**src/rtl/phase_accumulator_if.sv**
```systemverilog
// phase_accumulator_if: tuning-word load channel (tw_data, tw_valid from master; tw_ready from slave)
interface phase_accumulator_if #(parameter int ACC_WIDTH = 24);
  logic [ACC_WIDTH-1:0] tw_data;
  logic                 tw_valid;
  logic                 tw_ready;
  modport master (output tw_data, tw_valid, input tw_ready);
  modport slave  (input tw_data, tw_valid, output tw_ready);
endinterface

```
**src/rtl/phase_accumulator.sv**
```systemverilog
// phase_accumulator: NCO phase accumulator; clk/rst, en, sample_div, tw (tuning-word channel) in; phase, sample_tick, wrap out
module phase_accumulator #(
  parameter int ACC_WIDTH   = 24,
  parameter int PHASE_WIDTH = 9,
  parameter int DIV_WIDTH   = 16
) (
  input  logic                   clk,
  input  logic                   rst,
  input  logic                   en,
  input  logic [DIV_WIDTH-1:0]   sample_div,
  phase_accumulator_if.slave     tw,
  output logic [PHASE_WIDTH-1:0] phase,
  output logic                   sample_tick,
  output logic                   wrap
);
  typedef enum logic {IDLE, LOADED} state_t;
  state_t               state, state_nx;
  logic [ACC_WIDTH-1:0] acc, tw_active, tw_pending;
  logic [DIV_WIDTH-1:0] div_cnt;
  logic [ACC_WIDTH:0]   sum;
  logic                 tick, carry, accept, apply;
  assign tick     = en && (div_cnt >= sample_div);
  assign sum      = {1'b0, acc} + {1'b0, tw_active};
  assign carry    = sum[ACC_WIDTH];
  assign tw.tw_ready = (state == IDLE);
  assign accept   = tw.tw_valid && tw.tw_ready;
  assign phase    = acc[ACC_WIDTH-1 -: PHASE_WIDTH];
  always_comb begin
    apply    = (state == LOADED) && tick && (carry || tw_active == '0);
    state_nx = accept ? LOADED : apply ? IDLE : state;
  end
  always_ff @(posedge clk)
    state <= rst ? IDLE : state_nx;
  always_ff @(posedge clk) begin
    if (rst) begin
      acc         <= '0;
      div_cnt     <= '0;
      tw_active   <= '0;
      tw_pending  <= '0;
      sample_tick <= 1'b0;
      wrap        <= 1'b0;
    end else begin
      sample_tick <= tick;
      wrap        <= tick && carry;
      if (en) div_cnt <= tick ? '0 : div_cnt + 1'b1;
      if (tick) acc <= sum[ACC_WIDTH-1:0];
      if (accept) tw_pending <= tw.tw_data;
      if (apply) tw_active <= tw_pending;
    end
  end
endmodule

```
**src/flat_wrapper.sv**
```systemverilog
// flat-port wrapper written by rule: the top's interface ports become plain ports
module phase_accumulator_flat 
#(
  parameter int ACC_WIDTH   = 24,
  parameter int PHASE_WIDTH = 9,
  parameter int DIV_WIDTH   = 16
)
  (clk, rst, en, sample_div, phase, sample_tick, wrap, tw_tw_data, tw_tw_valid, tw_tw_ready);
  phase_accumulator_if #(.ACC_WIDTH(ACC_WIDTH)) tw_i ();
  input  logic clk;
  input  logic rst;
  input  logic en;
  input  logic [DIV_WIDTH-1:0] sample_div;
  output logic [PHASE_WIDTH-1:0] phase;
  output logic sample_tick;
  output logic wrap;
  input wire logic [$bits(tw_i.tw_data)-1:0] tw_tw_data;
  input wire logic [$bits(tw_i.tw_valid)-1:0] tw_tw_valid;
  output wire logic [$bits(tw_i.tw_ready)-1:0] tw_tw_ready;
  assign tw_i.tw_data = tw_tw_data;
  assign tw_i.tw_valid = tw_tw_valid;
  assign tw_tw_ready = tw_i.tw_ready;
  phase_accumulator #(.ACC_WIDTH(ACC_WIDTH), .PHASE_WIDTH(PHASE_WIDTH), .DIV_WIDTH(DIV_WIDTH)) u_core (.clk(clk), .rst(rst), .en(en), .sample_div(sample_div), .tw(tw_i), .phase(phase), .sample_tick(sample_tick), .wrap(wrap));
endmodule
```
**config.mk**
```make
export PLATFORM = sky130hd
export DESIGN_NAME = phase_accumulator_flat
export DESIGN_NICKNAME = d
export VERILOG_FILES = /design/src/rtl/phase_accumulator_if.sv /design/src/rtl/phase_accumulator.sv /design/src/flat_wrapper.sv
export SDC_FILE = /design/constraint.sdc
export NUM_CORES = 1
export LEC_CHECK = 0
export ABC_AREA = 0
export ABC_CLOCK_PERIOD_IN_PS = 3560
export CAP_MARGIN = 20
export CELL_PAD_IN_SITES_DETAIL_PLACEMENT = 1
export CELL_PAD_IN_SITES_GLOBAL_PLACEMENT = 1
export CORE_ASPECT_RATIO = 1.1
export CORE_MARGIN = 4
export CORE_UTILIZATION = 47
export CTS_CLUSTER_SIZE = 8
export DETAILED_ROUTE_END_ITERATION = 12
export PLACE_DENSITY_LB_ADDON = 0.3
export SKIP_CTS_REPAIR_TIMING = 1
export SLEW_MARGIN = 15
export SYNTH_ARGS = -nofsm -noshare
export SYNTH_HDL_FRONTEND = slang
export SYNTH_SLANG_ARGS = --single-unit
```
**constraint.sdc**
```tcl
create_clock -name clk -period 3.56 [get_ports clk]
set_input_delay 0.712 -clock clk [delete_from_list [all_inputs] [get_ports clk]]
set_output_delay 0.712 -clock clk [all_outputs]
set_load 0.02 [all_outputs]
```
==> summary.md <==
| Metric | Value |
|---|---|
| Syn Nets | `between 700 and 800` |
| Final core utilization | `0.5649` |
| # IOs | `56` |
| Drt via density | `5.592` |
| Cell taking the most area after synthesis | `dfxtp_1` |
| Yosys reg bits | `91` |
| Placed cells | `808` |
| Final cell count without fillers | `825` |
| Switching fraction of total power | `0.2279` |
| Antenna violations before repair | `0` |
| Setup TNS | `0 ps` |
| Static Leakage | `~0.0025 µW` |
| Row count | `40` |
| Post-route ant nets | `0` |
| Ranking of synthesized cells by area | `dfxtp_1, ha_1, nand2b_1, mux2i_1, nand2_1` |
| Logic pwr share | `0.069` |
| FFs w/ async S/R, synth | `0` |
| Critical path cell sequence | `clkdlybuf4s50_1, inv_1, ha_1, nand4_1, nor3_1, nor4b_1, o31a_1, nand2_1, a21oi_2, mux2i_1` |
| Core box area | `11110 µm²` |
| Top cells by count, synth | `dfxtp_1, nand2_1, nand2b_1, a21oi_1, nor2_1` |
| Max-cap violations | `0` |
| H-tree depth | `3` |
| Final Net Count | `759` |
| Final Hold Vio Count | `0` |
| Worst-Skew Late Latency | `roughly 340 ps` |
| Int Power | `1668 µW` |
| Worst Setup End Kind | `register` |
| Most common cell in the synthesized netlist | `dfxtp_1` |
| Yosys top cell area share | `0.3362` |
| Drt drc | `0` |
| NetSw | `492.2 µW` |
| GRT Total Usage | `0.2243` |
| DP Worst Slack | `-197.3 ps` |
| GPL Wtd Cong | `between 0.8 and 0.9` |
| M1 WL | `5.930 mm` |
| Placed Area | `5973 µm²` |
| PD cells | `around 340 nW/µm²` |
| Post-route cell area | `approximately 6300 µm²` |
| Most common flop cell mapped by yosys | `dfxtp_1` |
| TritonCTS clock tree | `done` |
| Largest net degree at the start of global routing | `39` |
| Number of global-route vias before repair | `4879` |
| Synth unique cells | `60` |
| Setup CP Type | `in2reg` |
| CP startpoint kind | `input port` |
| Max FO, Critical Path | `12` |
| Final wirelength | `approximately 14 mm` |
| CP max-delay cell | `a21oi_2` |
| Max clock buf depth | `2` |
| Clock skew | `7.328 ps` |
| Clk pwr share | `0.445` |
| Cells after Synth | `between 600 and 700` |
| Post-synth EDFFs | `0` |
| Largest stage delay on the critical path | `690 ps` |
| Top Layer Used | `met4` |
| Flop2flop setup slack | `650 ps` |
| Slew @ Worst Pin | `just under 900 ps` |
| Max Slew Vio Count | `0` |
| TritonCTS Sinks | `91` |
| Worst hold-check path type | `reg2reg` |
| First-pass GRT wire length | `23.67 mm` |
| Wire per inst | `17.37 µm` |
| CTS root buf | `clkbuf_16` |
| Ant diodes | `0` |
| Peak VDD IR | `about 0.23 mV` |
| Final setup viols | `0` |
| Post-DP HPWL | `10.60 mm` |
| Cell Area, Synth | `between 5000 and 6000 µm²` |
| Syn-to-layout area delta | `15.82%` |
| Mean post-synth cell area | `roughly 8.5 µm²` |
| Port bufs | `55` |
| Fin crit share | `0.9203` |
| Congestion Overflow GR | `0` |
| Metal2 WL | `7.537 mm` |
| Fin crit period | `3276 ps` |
| Height of the die | `about 120 µm` |
| Starting density of the core | `0.4877` |
| Routed met3 length | `453 µm` |
| Drt pass-1 iters | `4` |
| Cts bufs inserted | `9` |
| Synth Warn # | `0` |
| Fmax | `305.2 MHz` |
| Chip width | `110.4 µm` |
| Fin worst setup slack | `283.6 ps` |
| DR vias | `4613` |
| DRT iter0 DRCs | `182` |
| Worst slew margin | `0.4174` |
| Crit path DAT | `3540 ps` |
| Unrepaired setup endpoints after global routing | `false` |
| Ratio of cells with drive above 1 in the final layout | `0.04277` |
| Seq pwr share | `0.485` |
| Req. time, crit path | `3820 ps` |
| Sequential share of the synthesized area | `0.3362` |
| Die Area | `13310 µm²` |
| Outcome | `finished, final reports clean` |
| Worst-path clk slew | `around 60 ps` |
registers in the layout (all words and copies together) (netlist names):
| name | count |
|---|---|
| u_core.state | 1 |
| u_core.sample_tick | 1 |
| u_core.div_cnt | 16 |
| u_core.wrap | 1 |
| u_core.tw_active | 24 |
| u_core.tw_pending | 24 |
| u_core.acc | 24 |
worst paths after layout:
check,from,end,depth (start not counted)
worst max-delay path,sample_div[13],u_core.tw_active[10],10
worst min register to register,u_core.tw_pending[9],u_core.tw_pending[9],2
worst max register to register,u_core.tw_active[14],u_core.tw_active[10],8
worst min-delay path,u_core.tw_pending[9],u_core.tw_pending[9],2
per-layer routing:
layer / global-route usage / vias up
met3: 0.03524 / 26
met5: 0 / -
met4: 0.08468 / 0
met2: 0.4112 / 84
li1: - / 2284
met1: 0.2561 / 2219
power groups by stage:
stage	clock (µW)	combinational (µW)	sequential, µW
final	962	150	1050
after detailed placement	0	151	1070
after floorplan	0	78.1	1070
after CTS	982	152	1050
after global placement	0	144	1070
after global routing	1040	167	1050
worst max-delay path, delay by kind of cell:
family	cells	cell delay [ps]
mux	1	260
fa+ha+maj	1	290
compound gates	2	880
buf+inv	2	510
simple gates	4	900
metrics by stage:
| step | hold WS, ps | total power, µW |
|---|---|---|
| 2_1_floorplan | 436.8 | 1146 |
| 3_3_place_gp | 445.9 | 1215 |
| 3_5_place_dp | 448.3 | 1223 |
| 4_1_cts | 457.5 | 2183 |
| 5_1_grt | 481.4 | 2258 |
| 6_report | 455.8 | 2160 |
cells by family (layout without fill, tap and decap cells):
logic type,Yosys count,count (layout),synth area share
DFF,91,91,0.3362
and+or+nand+nor,253,253,0.2348
xor gates and xnor gates,29,29,0.04687
AOI/OAI and AO/OA,128,129,0.1621
muxes,34,34,0.06280
adders and majority gates,42,42,0.09836
buffers and inverters,64,100,0.05888
cells in the final DEF, fill, tap and decap left out, types with 10 or more instances in the layout:
master	instances
dfxtp_1	91
mux2i_1	34
nor2_1	53
a21o_1	10
xor2_1	15
xnor2_1	14
o21ai_0	15
inv_1	23
nand2b_1	59
clkdlybuf4s50_1	54
nor3_1	11
ha_1	41
a21oi_1	55
nand2_1	78
area by class of cell:
class                           instances  area (µm²)
Fill cell                            1312        4835
Multi-Input combinational cell        487        3287
Sequential cell                        91        1822
Timing Repair Buffer                   61       603.1
Clock buffer                           11       232.7
Tap cell                              147       183.9
Inverter                               23       86.33
Clock inverter                          5       61.31
No activity file was read; power rests on OpenSTA's default activity.
